==> src/rtl/hilo_mul_ctrl.sv <==
// rtl/hilo_mul_ctrl.sv - EX-stage HI/LO multiply controller driving the iterative shift-add multiplier
module hilo_mul_ctrl #(
  parameter int TIMEOUT = 40
) (
  input  logic        clk,
  input  logic        resetn,
  input  logic        req_valid_i,
  input  logic [2:0]  op_i,
  input  logic [31:0] src1_i,
  input  logic [31:0] src2_i,
  input  logic        flush_i,
  output logic        stallreq_o,
  output logic        res_valid_o,
  output logic [31:0] res_o,
  output logic [31:0] hi_o,
  output logic [31:0] lo_o,
  output logic        err_o,
  output logic        mul_start_o,
  output logic        mul_sign_o,
  output logic [31:0] mul_op1_o,
  output logic [31:0] mul_op2_o,
  input  logic [63:0] mul_result_i,
  input  logic        mul_ready_i
);

  localparam logic [1:0] S_IDLE = 2'd0;
  localparam logic [1:0] S_BUSY = 2'd1;
  localparam logic [1:0] S_DONE = 2'd2;

  localparam logic [2:0] OP_MULT  = 3'b001;
  localparam logic [2:0] OP_MULTU = 3'b010;
  localparam logic [2:0] OP_MUL   = 3'b011;
  localparam logic [2:0] OP_MTHI  = 3'b100;
  localparam logic [2:0] OP_MTLO  = 3'b101;

  localparam int CW = $clog2(TIMEOUT + 1);
  localparam logic [CW-1:0] CNT_LAST = CW'(TIMEOUT - 1);

  logic [1:0]    state;
  logic [CW-1:0] cnt;
  logic [63:0]   prod_q;
  logic [31:0]   op1_q, op2_q, hi_q, lo_q;
  logic          sign_q, is_mul_q, err_q;
  logic          is_mulop, mulreq, mt_ok;

  assign is_mulop = (op_i == OP_MULT) || (op_i == OP_MULTU) || (op_i == OP_MUL);
  assign mulreq   = req_valid_i & is_mulop & ~flush_i;
  assign mt_ok    = req_valid_i & ~flush_i;

  always_ff @(posedge clk or negedge resetn) begin
    if (!resetn) begin
      state    <= S_IDLE;
      cnt      <= '0;
      prod_q   <= '0;
      op1_q    <= '0;
      op2_q    <= '0;
      hi_q     <= '0;
      lo_q     <= '0;
      sign_q   <= 1'b0;
      is_mul_q <= 1'b0;
      err_q    <= 1'b0;
    end else begin
      case (state)
        S_IDLE: begin
          if (mulreq) begin
            op1_q    <= src1_i;
            op2_q    <= src2_i;
            sign_q   <= (op_i != OP_MULTU);
            is_mul_q <= (op_i == OP_MUL);
            cnt      <= '0;
            state    <= S_BUSY;
          end else if (mt_ok && op_i == OP_MTHI) begin
            hi_q <= src1_i;
          end else if (mt_ok && op_i == OP_MTLO) begin
            lo_q <= src1_i;
          end
        end
        S_BUSY: begin
          cnt <= cnt + 1'b1;
          // Flush beats a same-cycle ready; ready beats the timeout on the last allowed cycle.
          if (flush_i) begin
            state <= S_IDLE;
          end else if (mul_ready_i) begin
            prod_q <= mul_result_i;
            state  <= S_DONE;
          end else if (cnt == CNT_LAST) begin
            err_q <= 1'b1;
            state <= S_IDLE;
          end
        end
        S_DONE: begin
          state <= S_IDLE;
          if (!flush_i && !is_mul_q) begin
            hi_q <= prod_q[63:32];
            lo_q <= prod_q[31:0];
          end
        end
        default: state <= S_IDLE;
      endcase
    end
  end

  // Start is low in IDLE and DONE, giving the multiplier its mandatory idle cycle between ops.
  assign mul_start_o = (state == S_BUSY);
  assign mul_sign_o  = sign_q;
  assign mul_op1_o   = op1_q;
  assign mul_op2_o   = op2_q;
  assign stallreq_o  = (state == S_IDLE) ? mulreq : (state == S_BUSY);
  assign res_valid_o = (state == S_DONE) & ~flush_i;
  assign res_o       = prod_q[31:0];
  assign hi_o        = hi_q;
  assign lo_o        = lo_q;
  assign err_o       = err_q;

endmodule

==> config.mk <==
export PLATFORM = sky130hd
export DESIGN_NAME = hilo_mul_ctrl
export DESIGN_NICKNAME = d
export VERILOG_FILES = /design/src/rtl/hilo_mul_ctrl.sv
export SDC_FILE = /design/constraint.sdc
export NUM_CORES = 1
export LEC_CHECK = 0
export CORE_MARGIN = 2
export CORE_UTILIZATION = 55
export DETAILED_ROUTE_END_ITERATION = 7
export DONT_BUFFER_PORTS = 1
export PLACE_DENSITY = 0.73
export SLEW_MARGIN = 20
export SYNTH_ARGS = -nofsm -noshare
export SYNTH_HDL_FRONTEND = slang
export SYNTH_SLANG_ARGS = --single-unit
export TNS_END_PERCENT = 50
==> constraint.sdc <==
create_clock -name clk -period 1.9 [get_ports clk]
set_input_delay 0.38 -clock clk [delete_from_list [all_inputs] [get_ports clk]]
set_output_delay 0.38 -clock clk [all_outputs]
set_load 0.005 [all_outputs]
==> run_results.csv <==
group,metric,value,unit
run_status,status,"finished, violations left",
run_status,violations,"negative hold slack, negative setup slack",
clocking,ctsHoldBuffers,1,
clocking,clock_sinks,203,
worst_setup_path,critPathKind,"flop to output pin",
yosys,syn-instance-count,563,
worst_setup_path,cp_max_fo,2,
power,power.share.clock,0.335,
power,switchingPower,0.00317,W
sta,setup_viol,131,
place,pre_cts_slack,-0.108,ns
power,powerDensity,1220,mW/mm^2
worst_setup_path,reg2reg_to,"hi_o[22]",
sta,maxSlewViolCount,0,
global_route,grt_pass1_wl,27.4,mm
detailed_routing,viasPerCell,5.86,
power,switching_share,0.252,
worst_setup_path,cp-endpoint,"stallreq_o",
yosys,syn-num-nets,700,
sta,fmax,450,MHz
sta,hold_ws,-0.414,ns
detailed_routing,dr.pass1.iters,5,
floorplanning,dieArea,0.0169,mm^2
power,p_leak,4.43,nW
detailed_routing,vias,4711,
final_layout,area_growth,17.8,%
clocking,cts_tree,"done",
place,hpwlAfterDp,12.4,mm
place,port_buffers,0,
min_path,hp-class,"input port to async pin",
sta,fin_ws,-0.320,ns
sta,min_period_over_period,1.17,
clocking,cts-root-buf,"clkbuf_16",
worst_setup_path,arrival,1.84,ns
power,p_int,0.00939,W
floorplanning,die_y,130,um
final_layout,fin_util,0.654,
worst_setup_path,crit_required,1.52,ns
detailed_routing,post_drt_wl_per_cell,24.4,um
job,drv_cap,0,
global_route,grt_pass1_vias,4897,
sta,min_period,2.22,ns
sta,hold_viol_final,203,
power,p_comb_frac,0.139,
worst_setup_path,reg2reg_from,"state[0]",
yosys,synth_area_per_cell,15.5,um^2
place,place_congestion,0.826,
place,placedInstanceArea,0.00888,mm^2
worst_setup_path,start_kind,"flop",
floorplanning,core,0.0157,mm^2
yosys,yosys_warnings,0,
clocking,insertion_delay,0.50,ns
yosys,syn_area,0.00872,mm^2
final_layout,instances_no_fill,804,
sta,grt_setup_unrepaired,"yes",
worst_setup_path,reg2reg_depth,8,
sta,slew_headroom,0.427,
power,vdd_drop_max,0.000802,V
floorplanning,initial_core_util,0.555,
clocking,htree_levels,1,
place,dp_cells,742,
yosys,synth.distinct_cells,30,
power,p_seq_frac,0.526,
detailed_routing,wl,19.6,mm
global_route,grt_max_degree,204,
floorplanning,die_w,130,um
clocking,clk_pin_slew_worst_paths,0.06,ns
detailed_routing,drt_iter0_drc,173,
detailed_routing,drtAntennaViolNets,0,
clocking,clockBufferDepth,3,
clocking,cts_buffers,22,
worst_setup_path,crit_start,"state[0]",
power,totalPowerFinal,0.0126,W
sta,skew,0.0121,ns
worst_setup_path,end_kind,"output pin",
final_layout,final-seq-area,0.00508,mm^2
sta,worstMarginPinSlew,0.858,ns
global_route,grtUsageTotal,0.211,
floorplanning,std_cell_rows,46,
worst_setup_path,r2r_slack,-0.30,ns
final_layout,final_cell_area,0.0103,mm^2
final_layout,drive_above_1_share,0.582,
final_layout,final_net_count,708,
yosys,synth-seq-cells,203,
floorplanning,io_pins,301,
global_route,grt.overflow.total,0,
final_layout,nFillCells,1105,
global_route,antenna_found_initial,3,
final_layout,multi_input_area,0.00344,mm^2
yosys,seq_area_frac_synth,0.582,
detailed_routing,drc,0,
==> power by group through the flow <==
| stage | logic (W) | clock network [W] | registers, W |
|---|---|---|---|
| 2_1_floorplan | 0.00156 | 0 | 0.00624 |
| 3_3_place_gp | 0.00134 | 0 | 0.00662 |
| 3_5_place_dp | 0.00144 | 0 | 0.00667 |
| 4_1_cts | 0.00157 | 0.00430 | 0.00661 |
| 5_1_grt | 0.00188 | 0.00447 | 0.00677 |
| 6_report | 0.00174 | 0.00421 | 0.00661 |
==> layout by cell type (no fill, tap or decap), drive strengths merged, types with 2 or more instances in the layout <==
cell type / instances
mux2: 256
dfrtp: 203
clkbuf: 38
buf: 38
o21ai: 6
clkinv: 5
nor2: 4
nand2: 3
mux2i: 3
o31ai: 3
inv: 3
diode: 2
o32ai: 2
nand3b: 2
nand4: 2
a21oi: 2
nand2b: 2
==> per-stage QoR <==
| stage | hold slack (ns) | TNS (ns) |
|---|---|---|
| floorplan | 0.0844 | 0 |
| global placement | 0.0885 | -3.24 |
| detailed placement | 0.0897 | -9.05 |
| finish | -0.414 | -26.82 |
| global route | -0.434 | -32.73 |
| CTS | -0.430 | -25.59 |
==> metal layers <==
layer | up-vias | routed length (um) | global-route usage
met3 | 41 | 1660 | 0.0689
met1 | 2479 | 7770 | 0.261
li1 | 1994 | - | -
met5 | - | 11 | 0
met2 | 195 | 9690 | 0.358
met4 | 2 | 472 | 0.0557
==> registers in the layout, indices dropped and copies added, names as in the netlist <==
name	flops
prod_q	64
is_mul_q	1
lo_o	32
err_o	1
mul_sign_o	1
state	2
cnt	6
hi_o	32
mul_op1_o	32
mul_op2_o	32
==> synthesized netlist by cell type <==
master	count	area share
dfrtp_1	203	0.58
o21bai_1	1	0.00086
o21ai_0	6	0.0034
or3b_2	1	0.0010
nor2_1	4	0.0017
a21oi_1	2	0.0011
xor2_1	1	0.0010
or4b_1	1	0.0011
buf_6	10	0.013
nand3b_1	2	0.0017
buf_4	34	0.029
mux2_2	241	0.31
nand4_1	2	0.0014
nor2b_1	1	0.00072
clkbuf_1	7	0.0030
nor3b_1	1	0.00086
buf_2	9	0.0052
nand4b_1	1	0.0010
inv_1	3	0.0013
and3_1	1	0.00072
o32ai_4	2	0.0063
ha_1	1	0.0014
nand2_1	3	0.0013
mux2i_1	3	0.0034
o31ai_1	3	0.0026
or3_1	1	0.00072
nand2b_1	2	0.0014
o22ai_1	1	0.00072
o21a_1	1	0.00086
mux2_1	15	0.019
==> how the worst min path moves through the flow <==
stage | cells past startpoint | slack, ns | from | end
6_report | 0 | -0.41 | resetn | hi_o[19]
5_1_grt | 0 | -0.43 | resetn | prod_q[50]
4_1_cts | 0 | -0.43 | resetn | hi_o[19]
3_5_place_dp | 0 | 0.09 | resetn | prod_q[50]
3_3_place_gp | 0 | 0.09 | resetn | prod_q[50]
2_1_floorplan | 0 | 0.08 | resetn | cnt[0]
==> critical path, stage by stage (launching register included) <==
cell and delay [ns]:
dfrtp_1 0.38, or4b_4 0.54, buf_8 0.15, o21ai_4 0.16, buf_6 0.12
==> logic make-up (layout without fill, tap and decap cells) <==
logic type	after synthesis	after routing	synth area share
adder cells (fa/ha/maj)	1	1	0.00143
AO/OA/AOI/OAI	16	16	0.0159
buffers and inverters	63	86	0.0516
AND/OR/NAND/NOR	20	20	0.0138
flip-flops	203	203	0.582
multiplexers	259	259	0.334
other	0	2	0
XOR/XNOR	1	1	0.00100
==> final cells by class <==
type | count | area share
timing repair buffer | 44 | 0.0724
antenna | 2 | 0.000487
clock inverter | 6 | 0.00536
multi-input combinational | 297 | 0.334
sequential | 203 | 0.494
clock buffer | 33 | 0.0655
inverter | 3 | 0.00134
tap | 216 | 0.0263
==> repair_timing <==
action / CTS / global route
pin swaps: 3 / 1
cloned: 3 / 9
setup endpoints to repair: 129 / 131
hold endpoints to repair: 204 / 203
resized for setup: 37 / 53
setup buffers: 6 / 4
Note: power is estimated with default switching activity, not from simulation.
